File: config.mk
export PLATFORM = sky130hd
export DESIGN_NAME = kmeans_centroid_accumulator_flat
export DESIGN_NICKNAME = d
export VERILOG_FILES = /design/src/rtl/kmeans_centroid_accumulator_if.sv /design/src/rtl/kmeans_centroid_accumulator.sv /design/src/flat_wrapper.sv
export SDC_FILE = /design/constraint.sdc
export NUM_CORES = 1
export LEC_CHECK = 0
export ABC_AREA = 1
export CELL_PAD_IN_SITES_DETAIL_PLACEMENT = 0
export CELL_PAD_IN_SITES_GLOBAL_PLACEMENT = 2
export CORE_MARGIN = 4
export CORE_UTILIZATION = 34
export DETAILED_ROUTE_END_ITERATION = 12
export PLACE_DENSITY_LB_ADDON = 0.1
export SYNTH_ARGS = -nofsm -noshare
export SYNTH_HDL_FRONTEND = slang
export SYNTH_SLANG_ARGS = --single-unit
export TNS_END_PERCENT = 5
File: constraint.sdc
create_clock -name clk -period 4.6 [get_ports clk]
set_clock_uncertainty 0.2 [all_clocks]
set_input_delay 0.92 -clock clk [delete_from_list [all_inputs] [get_ports clk]]
set_output_delay 0.92 -clock clk [all_outputs]
set_load 0.03 [all_outputs]
File: src/rtl/kmeans_centroid_accumulator_if.sv
// Point-in / result-out handshake bundle for the k-means centroid accumulator.
// Carries the accept path, clear/drain control and the drained bin results.
interface kmeans_centroid_accumulator_if #(
  parameter int CW = 2,
  parameter int NW = 16
);
  logic          in_valid;
  logic          in_ready;
  logic [CW-1:0] in_cluster;
  logic [31:0]   in_x;
  logic [31:0]   in_y;
  logic          clear;
  logic          drain_start;
  logic          out_valid;
  logic          out_ready;
  logic [CW-1:0] out_cluster;
  logic [31:0]   out_sum_x;
  logic [31:0]   out_sum_y;
  logic [NW-1:0] out_count;
  logic          out_ovf;
  logic          busy;

  modport slave (
    input  in_valid, in_cluster, in_x, in_y, clear, drain_start, out_ready,
    output in_ready, out_valid, out_cluster, out_sum_x, out_sum_y, out_count, out_ovf, busy
  );

  modport master (
    output in_valid, in_cluster, in_x, in_y, clear, drain_start, out_ready,
    input  in_ready, out_valid, out_cluster, out_sum_x, out_sum_y, out_count, out_ovf, busy
  );
endinterface

File: src/rtl/kmeans_centroid_accumulator.sv
// Per-cluster X/Y sum and point-count accumulator for k-means centroid updates.
// Accumulates points in ACC, streams one beat per bin in DRAIN, clears in FLUSH.
module kmeans_centroid_accumulator #(
  parameter int K  = 4,
  parameter int CW = 2,
  parameter int NW = 16
) (
  input  logic clk,
  input  logic reset,
  kmeans_centroid_accumulator_if.slave bus
);

  typedef enum logic [1:0] {
    ST_ACC   = 2'd0,
    ST_DRAIN = 2'd1,
    ST_FLUSH = 2'd2
  } state_e;

  state_e        state_q, state_d;
  logic [CW-1:0] idx_q, idx_d;
  logic [31:0]   sum_x_q [K];
  logic [31:0]   sum_y_q [K];
  logic [NW-1:0] cnt_q   [K];
  logic [K-1:0]  ovf_q;

  logic in_ready_s;
  logic out_valid_s;
  logic busy_s;
  logic accept_s;
  logic zero_bins_s;

  // Next-state, drain index and handshake decode
  always_comb begin
    state_d     = state_q;
    idx_d       = idx_q;
    in_ready_s  = 1'b0;
    out_valid_s = 1'b0;
    busy_s      = 1'b1;
    case (state_q)
      ST_ACC: begin
        busy_s     = 1'b0;
        in_ready_s = !bus.clear;
        if (bus.drain_start) begin
          state_d = ST_DRAIN;
          idx_d   = '0;
        end else begin
          state_d = ST_ACC;
        end
      end
      ST_DRAIN: begin
        out_valid_s = 1'b1;
        if (bus.out_ready) begin
          if (idx_q == CW'(K - 1)) begin
            state_d = ST_FLUSH;
            idx_d   = '0;
          end else begin
            idx_d = idx_q + CW'(1);
          end
        end else begin
          idx_d = idx_q;
        end
      end
      ST_FLUSH: begin
        state_d = ST_ACC;
      end
      default: begin
        state_d = ST_ACC;
        idx_d   = '0;
      end
    endcase
  end

  // State and drain index registers
  always_ff @(posedge clk) begin
    if (reset) begin
      state_q <= ST_ACC;
      idx_q   <= '0;
    end else begin
      state_q <= state_d;
      idx_q   <= idx_d;
    end
  end

  assign accept_s    = bus.in_valid && in_ready_s;
  assign zero_bins_s = ((state_q == ST_ACC) && bus.clear) || (state_q == ST_FLUSH);

  // Bin storage; an out-of-range cluster index matches no bin and is dropped
  always_ff @(posedge clk) begin
    if (reset || zero_bins_s) begin
      for (int k = 0; k < K; k++) begin
        sum_x_q[k] <= '0;
        sum_y_q[k] <= '0;
        cnt_q[k]   <= '0;
        ovf_q[k]   <= 1'b0;
      end
    end else begin
      for (int k = 0; k < K; k++) begin
        if (accept_s && (bus.in_cluster == CW'(k))) begin
          sum_x_q[k] <= sum_x_q[k] + bus.in_x;
          sum_y_q[k] <= sum_y_q[k] + bus.in_y;
          if (cnt_q[k] == {NW{1'b1}}) begin
            ovf_q[k] <= 1'b1;
          end else begin
            cnt_q[k] <= cnt_q[k] + NW'(1);
          end
        end
      end
    end
  end

  // Result beat mux, forced to zero outside DRAIN
  always_comb begin
    bus.out_cluster = '0;
    bus.out_sum_x   = '0;
    bus.out_sum_y   = '0;
    bus.out_count   = '0;
    bus.out_ovf     = 1'b0;
    if (out_valid_s) begin
      bus.out_cluster = idx_q;
      bus.out_sum_x   = sum_x_q[idx_q];
      bus.out_sum_y   = sum_y_q[idx_q];
      bus.out_count   = cnt_q[idx_q];
      bus.out_ovf     = ovf_q[idx_q];
    end else begin
      bus.out_cluster = '0;
    end
  end

  assign bus.in_ready  = in_ready_s;
  assign bus.out_valid = out_valid_s;
  assign bus.busy      = busy_s;

endmodule

File: src/flat_wrapper.sv
// flat-port wrapper written by rule: the top's interface ports become plain ports
module kmeans_centroid_accumulator_flat 
#(
  parameter int K  = 4,
  parameter int CW = 2,
  parameter int NW = 16
)
  (clk, reset, bus_in_valid, bus_in_cluster, bus_in_x, bus_in_y, bus_clear, bus_drain_start, bus_out_ready, bus_in_ready, bus_out_valid, bus_out_cluster, bus_out_sum_x, bus_out_sum_y, bus_out_count, bus_out_ovf, bus_busy);
  kmeans_centroid_accumulator_if #(.CW(CW), .NW(NW)) bus_i ();
  input  logic clk;
  input  logic reset;
  input wire logic [$bits(bus_i.in_valid)-1:0] bus_in_valid;
  input wire logic [$bits(bus_i.in_cluster)-1:0] bus_in_cluster;
  input wire logic [$bits(bus_i.in_x)-1:0] bus_in_x;
  input wire logic [$bits(bus_i.in_y)-1:0] bus_in_y;
  input wire logic [$bits(bus_i.clear)-1:0] bus_clear;
  input wire logic [$bits(bus_i.drain_start)-1:0] bus_drain_start;
  input wire logic [$bits(bus_i.out_ready)-1:0] bus_out_ready;
  output wire logic [$bits(bus_i.in_ready)-1:0] bus_in_ready;
  output wire logic [$bits(bus_i.out_valid)-1:0] bus_out_valid;
  output wire logic [$bits(bus_i.out_cluster)-1:0] bus_out_cluster;
  output wire logic [$bits(bus_i.out_sum_x)-1:0] bus_out_sum_x;
  output wire logic [$bits(bus_i.out_sum_y)-1:0] bus_out_sum_y;
  output wire logic [$bits(bus_i.out_count)-1:0] bus_out_count;
  output wire logic [$bits(bus_i.out_ovf)-1:0] bus_out_ovf;
  output wire logic [$bits(bus_i.busy)-1:0] bus_busy;
  assign bus_i.in_valid = bus_in_valid;
  assign bus_i.in_cluster = bus_in_cluster;
  assign bus_i.in_x = bus_in_x;
  assign bus_i.in_y = bus_in_y;
  assign bus_i.clear = bus_clear;
  assign bus_i.drain_start = bus_drain_start;
  assign bus_i.out_ready = bus_out_ready;
  assign bus_in_ready = bus_i.in_ready;
  assign bus_out_valid = bus_i.out_valid;
  assign bus_out_cluster = bus_i.out_cluster;
  assign bus_out_sum_x = bus_i.out_sum_x;
  assign bus_out_sum_y = bus_i.out_sum_y;
  assign bus_out_count = bus_i.out_count;
  assign bus_out_ovf = bus_i.out_ovf;
  assign bus_busy = bus_i.busy;
  kmeans_centroid_accumulator #(.K(K), .CW(CW), .NW(NW)) u_core (.clk(clk), .reset(reset), .bus(bus_i));
endmodule
==> impl_metrics.json, run 1 <==
{
  "powerDensity_nw_per_um2": 277.5,
  "synth_seq_cells": 330,
  "area_growth_pct": 14.18,
  "status": "completed",
  "yosysUniqueCellTypes": 43,
  "drv_slew": 0,
  "layout-drive-gt1-share_pct": 2.452,
  "cp_max_fo": 157,
  "grt_pass1_vias": 32449,
  "io_buffers": 157,
  "antenna_found_initial": 5,
  "overflow": 0,
  "fin_crit_sh_pct": 98.37,
  "synthArstFlopShare_pct": 0,
  "cap_violations": 0,
  "vdd_drop_max_mv": 0.2253,
  "synth_edf_count": 320,
  "first_pass_iters": 6,
  "gp_congestion": 0.8886,
  "grt_max_degree": 158,
  "end_kind": "output port",
  "die_width_microns": 322.6,
  "hpwl_microns": 108200,
  "fin_setup_tns_ns": 0,
  "synth_area_sq_um": 33640,
  "vias": 34357,
  "timing.hold.ws_ns": 0.2669,
  "post-synth-top-area-cell": "edfxtp_1",
  "slew_headroom_pct": 32.78,
  "grt_pass1_wl_microns": 199900,
  "drt_iter0_drc": 2876,
  "hold_viol_final": 0,
  "pin_count": 158,
  "dp_cells": 6905,
  "setup_violations": 0,
  "cts_inserted_buffers": 49,
  "cts.path.max_buffers": 3,
  "vias_per_cell": 4.910,
  "initial_utilization_pct": 34.24,
  "die_area_sq_um": 104100,
  "power_leakage_nw": 19.83,
  "clkLatencyLatePin_ns": 0.65,
  "r2r_setup_slack_ns": 1.85,
  "netlist.area_leader.share_pct": 28.56,
  "synth_seq_area_share_pct": 29.16,
  "path_class": "reg2out",
  "rr_startpoint": "u_core.state_q[1]$_SDFFE_PP0P_",
  "syn_inst": 5523,
  "cts_hold_buf": 0,
  "core_area_sq_um": 98280,
  "drc": 0,
  "min-delay-start": "u_core.ovf_q[0]$_SDFFE_PP0P_",
  "wire_per_inst_microns": 19.47,
  "arrival_ns": 3.41,
  "antenna_left": 0,
  "cts_root_buffer": "clkbuf_16",
  "instances_no_fill": 6998,
  "p_total_mw": 10.66,
  "syn_nets": 5856,
  "num_rows": 115,
  "finalNetCount": 6003,
  "crit_required_ns": 3.48,
  "grt_util_all_layers_pct": 25.53,
  "crit_path_start_kind": "register",
  "synth_area_per_cell_sq_um": 6.092,
  "clk_pin_slew_worst_paths_ns": 0.06,
  "timing.fmax_ghz": 0.2210,
  "cts_sinks": 330,
  "synth_area_leaders": "edfxtp_1, nand2_1, inv_1",
  "htreeDepth": 2,
  "postRouteWirelength_microns": 136200,
  "hold_path_class": "reg2reg",
  "tightest_slew_ns": 0.9978,
  "rsz0062_at_grt": "false",
  "period_needed_ns": 4.525,
  "cts_tree": "built",
  "synth_flop_cell": "edfxtp_1",
  "yosys_warnings": 0,
  "fillers": 10985,
  "die_y_microns": 322.6
}
Yosys cell counts, types with 3 or more instances:
library cell	count
nor4_1	17
nor3b_1	6
dfxtp_1	10
or2_2	7
nand3_1	184
xnor2_1	19
buf_1	15
inv_1	963
clkbuf_1	37
fa_1	8
o21ai_0	258
edfxtp_1	320
nor3_1	80
buf_2	37
nor2_4	3
buf_4	3
nand4_1	23
a21oi_2	4
ha_1	253
inv_2	6
nand3b_1	28
nand3_2	4
a21o_1	4
nand2_2	4
and2_1	5
nor2_1	862
a21oi_1	413
xor2_1	25
o21a_1	16
nand2_1	1872
o21bai_1	19
area by class of cell:
class / count / area [sq um] / area share (%)
multi-input cells: 4131 / 19830 / 51.61
flip-flops and latches: 330 / 9817 / 25.55
inverters: 970 / 3646 / 9.491
repair buffers: 188 / 1924 / 5.009
well taps: 1287 / 1610 / 4.192
clock buffers: 60 / 1299 / 3.381
clock inverters: 30 / 287.8 / 0.7491
diodes: 2 / 5.005 / 0.01303
registers in the layout, summed over array words and instances (netlist names), named ones only:
register	flops
u_core.ovf_q	4
u_core.sum_y_q	128
u_core.state_q	2
u_core.sum_x_q	128
u_core.idx_q	2
u_core.cnt_q	64
per-stage QoR:
| step | worst slack (ns) | cell area [sq um] | util, % |
|---|---|---|---|
| global route | 0.004733 | 38410 | 39.08 |
| floorplan | 1.085 | 33640 | - |
| global placement | 0.6778 | 36800 | 37.44 |
| detailed placement | 0.6999 | 36800 | 37.44 |
| CTS | 0.03942 | 38380 | 39.06 |
| finish | 0.07478 | 38420 | 39.09 |
kinds of logic (layout without fill, tap and decap cells):
kind of cell,count (synthesis),after routing,synth area share (%)
compound gates,723,723,11.14
xor+xnor,44,44,1.145
fa+ha+maj,261,261,9.885
buf+inv,1062,1248,12.02
flops,330,330,29.16
other cells,0,2,0
simple gates,3103,3103,36.65
worst max-delay path: stages (launching register included):
cell and delay [ns]:
dfxtp_4 0.37, buf_12 0.54, nor2_1 0.08, nor2_1 0.10
o21ai_0 0.27, a21oi_1 0.35, buf_4 0.20, clkdlybuf4s50_1 0.67
path summary, 6_finish.rpt:
kind	end	cells past startpoint
hold / removal	u_core.ovf_q[0]$_SDFFE_PP0P_	2
hold reg to reg	u_core.ovf_q[0]$_SDFFE_PP0P_	2
setup reg to reg	u_core.sum_y_q[2][12]$_SDFFCE_PN0P_	7
setup / recovery	bus_out_sum_x[31]	7
routing by layer:
layer  global-route usage (%)  wire length (microns)  vias up
met4                    5.727                   2823        2
met3                    3.746                   8966      133
met5                   0.9524                    145        -
met1                    38.11                  67740    15649
li1                         -                      -    17706
met2                    38.74                  56550      867
what timing repair did:
item,CTS,global route
setup buffers,0,1
endpoints found under the setup margin,0,4
resized for setup,0,0
report_power, final:
part	internal, mW	switching (mW)
registers	3.50	0.168
clock network	2.28	1.67
logic	0.911	2.13
total	6.70	3.97
cells in the final DEF, fill, tap and decap left out, drive strengths merged, types with 60 or more instances in the layout:
master and count:
ha 253, nand3 188, clkbuf 60, o21ai 258
nor2 867, clkdlybuf4s50 157, nand2 1876, a21oi 417
inv 969, nor3 83, edfxtp 320
Power figures use the tool's default switching activity.
==> inputs of run 2 (changes only) <==
CAP_MARGIN = 20   (was default)
MAX_ROUTING_LAYER = met4   (was default)
==> run 2 against run 1 <==
  * Die area is the same
  * Fmax grew 2.3%
  * Largest cell class unchanged
  * Design area is essentially flat
  * Critical path depth is the same
  * Sequential power is essentially flat
  * Non-clock buffer count grew 2
  * Cell count is essentially flat
  * Worst hold slack gained 0.0091 ns
  * Global-route usage grew 0.97 points
  * Critical endpoint is now bus_out_sum_y[27]
  * Sequential cell count is the same
==> impl_metrics.json, run 2 (synthesis gave the netlist of run 1 again) <==
{
  "crit_path_start_kind": "register",
  "diodes": 0,
  "powerDensity_nw_per_um2": 277.1,
  "cts_tree": "built",
  "cts_root_buffer": "clkbuf_16",
  "largestRegisters": "u_core.sum_x_q (128), u_core.sum_y_q (128), u_core.cnt_q (64)",
  "hold_viol_final": 0,
  "vias": 34346,
  "num_rows": 115,
  "period_needed_ns": 4.424,
  "cap_violations": 0,
  "setup_violations": 0,
  "fin_crit_sh_pct": 96.17,
  "drt_iter0_drc": 2821,
  "finalNetCount": 6005,
  "htreeDepth": 2,
  "top_layer": "met4",
  "drc": 0,
  "wl_met3_microns": 8532,
  "final_cell_mix": "nand2_1, inv_1, nor2_1",
  "area_growth_pct": 14.12,
  "core_area_sq_um": 98280,
  "grt_pass1_vias": 32405,
  "cts_sinks": 330,
  "initial_utilization_pct": 34.24,
  "end_kind": "output port",
  "antenna_found_initial": 5,
  "timing.critical_path.slowest_stage_cell": "clkdlybuf4s50_1",
  "crit_buf_inv": 3,
  "timing.hold.ws_ns": 0.2761,
  "wl_met2_microns": 56370,
  "p_total_mw": 10.64,
  "fillers": 10964,
  "slew_headroom_pct": 31.78,
  "io_buffers": 157,
  "power_leakage_nw": 19.83,
  "grt_max_degree": 64,
  "drv_slew": 0,
  "postRouteWirelength_microns": 136600,
  "first_pass_iters": 5,
  "layout-drive-gt1-share_pct": 2.504,
  "gp_congestion": 0.8947,
  "cpMostUsedCell": "nor2_1",
  "crit_required_ns": 3.48,
  "max_stage_delay_ns": 0.70,
  "layout_commonest_cell": "nand2_1",
  "arrival_ns": 3.30,
  "rsz0062_at_grt": "false",
  "tightest_slew_ns": 1.013,
  "clk_pin_slew_worst_paths_ns": 0.05,
  "hold_path_class": "reg2reg",
  "cts-resized-gates": 0,
  "drt-met1-wl_microns": 68500,
  "hpwl_microns": 109300,
  "clkLatencyLatePin_ns": 0.64,
  "pin_count": 158,
  "antenna_left": 0,
  "overflow": 0,
  "wire_per_inst_microns": 19.52,
  "cp_max_fo": 54,
  "crit_family": "buffers and inverters",
  "grt_pass1_wl_microns": 201000,
  "status": "completed",
  "cts_inserted_buffers": 49,
  "die_area_sq_um": 104100,
  "grt_util_all_layers_pct": 26.50,
  "timing.fmax_ghz": 0.2261,
  "place_area_sq_um": 36820,
  "vias_per_cell": 4.907,
  "path_class": "reg2out",
  "crit_chain": "buf_12 -> buf_4 -> nor2_1 -> nor2_1 -> o21ai_0 -> a21oi_1 -> clkdlybuf4s50_1",
  "fin_setup_tns_ns": 0,
  "cts.path.max_buffers": 3,
  "die_y_microns": 322.6,
  "cts_setup_buffers": 0,
  "vdd_drop_max_mv": 0.2476,
  "stdcell_area_sq_um": 38400,
  "cts_hold_buf": 0,
  "die_width_microns": 322.6
}
## run 2: worst register-to-register path: cells and delay by family, from the launching register on
family,cells,cell delay [ns]
adders and majority gates,1,0.21
and+or+nand+nor,7,1.50
DFF,1,0.40
## run 2: power by group
part	switching, mW	internal, mW
Sequential	0.169	3.50
Clock	1.68	2.24
Combinational	2.14	0.911
## run 2: layer usage
| metal | vias to the layer above | track usage, % |
|---|---|---|
| met2 | 884 | 38.80 |
| met3 | 155 | 3.940 |
| li1 | 17693 | - |
| met5 | - | - |
| met1 | 15614 | 38.56 |
| met4 | 0 | 5.797 |
## run 2: worst paths after layout
kind	cells after the start	to	from	slack, ns
setup / recovery	7	bus_out_sum_y[27]	register	0.18
hold / removal	2	u_core.ovf_q[0]$_SDFFE_PP0P_	u_core.ovf_q[0]$_SDFFE_PP0P_	0.28
setup reg to reg	8	u_core.cnt_q[1][2]$_SDFFCE_PN0P_	u_core.cnt_q[1][0]$_SDFFCE_PN0P_	1.83
hold reg to reg	2	u_core.ovf_q[0]$_SDFFE_PP0P_	u_core.ovf_q[0]$_SDFFE_PP0P_	0.28
## run 2: cell type report
| cell class | instances | area (sq um) | area share (%) |
|---|---|---|---|
| Tap cell | 1287 | 1610 | 4.194 |
| Clock inverter | 29 | 229.0 | 0.5963 |
| Clock buffer | 62 | 1349 | 3.513 |
| Timing Repair Buffer | 190 | 1919 | 4.999 |
| Multi-Input combinational cell | 4131 | 19830 | 51.64 |
| Sequential cell | 330 | 9817 | 25.57 |
| Inverter | 970 | 3646 | 9.496 |
## run 2: metrics by stage
step           utilization [%]  cells  setup slack [ns]
2_1_floorplan                -   5523             1.085
3_3_place_gp             37.47   6908            0.6572
3_5_place_dp             37.47   6908            0.6470
4_1_cts                  39.07   6999            0.1865
5_1_grt                  39.07   6999           0.05079
6_report                 39.07   6999            0.1763
==> inputs of run 3 (changes only) <==
CORE_UTILIZATION = 35   (was 34)
CTS_BUF_LIST = sky130_fd_sc_hd__clkbuf_8   (was default)
==> run 3 against run 2 <==
  * Global-route usage shrank 0.11 points
  * Cell count grew 0.26%
  * Register-to-register slack gained 0.05 ns
  * Fmax grew 0.35%
  * Setup slack gained 0.015 ns
  * Largest power group is now registers
==> impl_metrics.json, run 3 (synthesis gave the netlist of run 1 again) <==
{
  "register_area_sq_um": 9817,
  "final_cell_mix": "nand2_1, inv_1, nor2_1",
  "clk_pin_slew_worst_paths_ns": 0.06,
  "stdcell_area_sq_um": 38140,
  "switching_share_pct": 39.37,
  "finalNetCount": 6026,
  "fin_setup_tns_ns": 0,
  "fillers": 10605,
  "crit_required_ns": 3.48,
  "gp_congestion": 0.9099,
  "cpMostUsedCell": "buf_4",
  "cts.path.max_buffers": 3,
  "cap_violations": 0,
  "slew_headroom_pct": 35.47,
  "grt_max_degree": 158,
  "vdd_drop_max_mv": 0.1716,
  "max_stage_delay_ns": 0.67,
  "initial_utilization_pct": 35.36,
  "dp_cells": 6880,
  "first_pass_iters": 5,
  "hpwl_microns": 106100,
  "die_y_microns": 318.0,
  "postRouteWirelength_microns": 134200,
  "tightest_slew_ns": 0.9578,
  "timing.critical_path.slowest_stage_cell": "clkdlybuf4s50_1",
  "instances_no_fill": 7017,
  "largestRegisters": "u_core.sum_x_q (128), u_core.sum_y_q (128), u_core.cnt_q (64)",
  "vias": 34601,
  "fin_crit_sh_pct": 95.83,
  "area_growth_pct": 13.37,
  "p_int_mw": 6.081,
  "cp_max_fo": 32,
  "wire_per_inst_microns": 19.12,
  "grt_most_used_layer": "met2",
  "period_needed_ns": 4.408,
  "cts_tree": "built",
  "final_util_pct": 40.08,
  "rsz0062_at_grt": "false",
  "multi_input_area_sq_um": 19830,
  "p_total_mw": 10.03,
  "die_width_microns": 318.0,
  "gr-usage-met1_pct": 38.60,
  "power_leakage_nw": 19.85,
  "grt.met2_usage_pct": 38.84,
  "use_met3_pct": 3.600,
  "switching_power_mw": 3.948,
  "layout-drive-gt1-share_pct": 2.834,
  "p_comb_share_pct": 29.9,
  "status": "completed",
  "io_buffers": 157,
  "drv_slew": 0,
  "drt_iter0_drc": 3063,
  "timing.fmax_ghz": 0.2268,
  "drc": 0,
  "grt_util_all_layers_pct": 26.39,
  "arrival_ns": 3.29,
  "cts_inserted_buffers": 75,
  "path_class": "reg2out",
  "num_rows": 113,
  "grt_pass1_vias": 32595,
  "end_kind": "output port",
  "power_frac_seq_pct": 36.7,
  "antenna_found_initial": 8,
  "htreeDepth": 3,
  "core_area_sq_um": 95150,
  "grt_pass1_wl_microns": 198700,
  "powerDensity_nw_per_um2": 262.9,
  "clkLatencyLatePin_ns": 0.72,
  "crit_path_start_kind": "register",
  "p_clk_share_pct": 33.4,
  "pin_count": 158,
  "setup_violations": 0,
  "hold_path_class": "reg2reg",
  "layout_commonest_cell": "nand2_1",
  "antenna_left": 0,
  "hold_viol_final": 0,
  "die_area_sq_um": 101200,
  "crit_chain": "clkinv_2 -> buf_4 -> nor2_1 -> o21ai_0 -> a21oi_1 -> buf_4 -> clkdlybuf4s50_1",
  "cts_sinks": 330,
  "cts_root_buffer": "clkbuf_8",
  "vias_per_cell": 4.931,
  "place_area_sq_um": 36720,
  "overflow": 0
}
-- run 3: critical path, delay by kind of cell (launching register included) --
| kind | cells | cell delay, ns |
|---|---|---|
| buffers and inverters | 4 | 1.22 |
| AO/OA/AOI/OAI | 2 | 0.60 |
| flip-flops | 1 | 0.56 |
| AND/OR/NAND/NOR | 1 | 0.14 |
-- run 3: routing by layer --
layer  part of all wire [%]  vias to the layer above
met5                      0                        -
met4                    1.8                        0
met3                    6.0                      146
met2                     42                      886
met1                     50                    15830
li1                       -                    17739
-- run 3: what timing repair did --
| action | 4_1_cts | 5_1_grt |
|---|---|---|
| buffers inserted | 0 | 0 |
| hold buffers | 0 | 0 |
| resized for setup | 2 | 0 |
| endpoints found under the setup margin | 1 | 4 |
| gates cloned | 0 | 1 |
-- run 3: power groups by stage --
stage | Clock [mW] | Combinational (mW) | Sequential [mW]
after floorplan | 0 | 1.98 | 3.65
after global placement | 0 | 2.98 | 3.74
after detailed placement | 0 | 2.97 | 3.73
after CTS | 3.46 | 2.99 | 3.67
after global routing | 3.60 | 3.38 | 3.70
final | 3.35 | 3.00 | 3.68
-- run 3: final timing paths --
path / startpoint / end / slack [ns] / cells after the start
worst min register to register: u_core.ovf_q[0]$_SDFFE_PP0P_ / u_core.ovf_q[0]$_SDFFE_PP0P_ / 0.28 / 2
worst max register to register: u_core.cnt_q[1][0]$_SDFFCE_PN0P_ / u_core.cnt_q[1][1]$_SDFFCE_PN0P_ / 1.88 / 8
worst min-delay path: u_core.ovf_q[0]$_SDFFE_PP0P_ / u_core.ovf_q[0]$_SDFFE_PP0P_ / 0.28 / 2
worst max-delay path: register / bus_out_sum_x[31] / 0.19 / 7
-- run 3: area by class of cell --
| cell class | count | area share (%) |
|---|---|---|
| clock inverters | 55 | 0.7381 |
| clock buffers | 80 | 2.887 |
| repair buffers | 185 | 4.934 |
| inverters | 970 | 9.566 |
| multi-input cells | 4131 | 51.98 |
| well taps | 1265 | 4.150 |
| flip-flops and latches | 330 | 25.74 |
| diodes | 1 | 0.006561 |
-- run 3: per-stage QoR --
| step | worst slack, ns | hold WS (ns) |
|---|---|---|
| floorplan | 1.085 | 0.2231 |
| global placement | 0.6891 | 0.2638 |
| detailed placement | 0.7095 | 0.2640 |
| CTS | 0.02123 | 0.2795 |
| global route | 0.04918 | 0.3234 |
| finish | 0.1917 | 0.2758 |
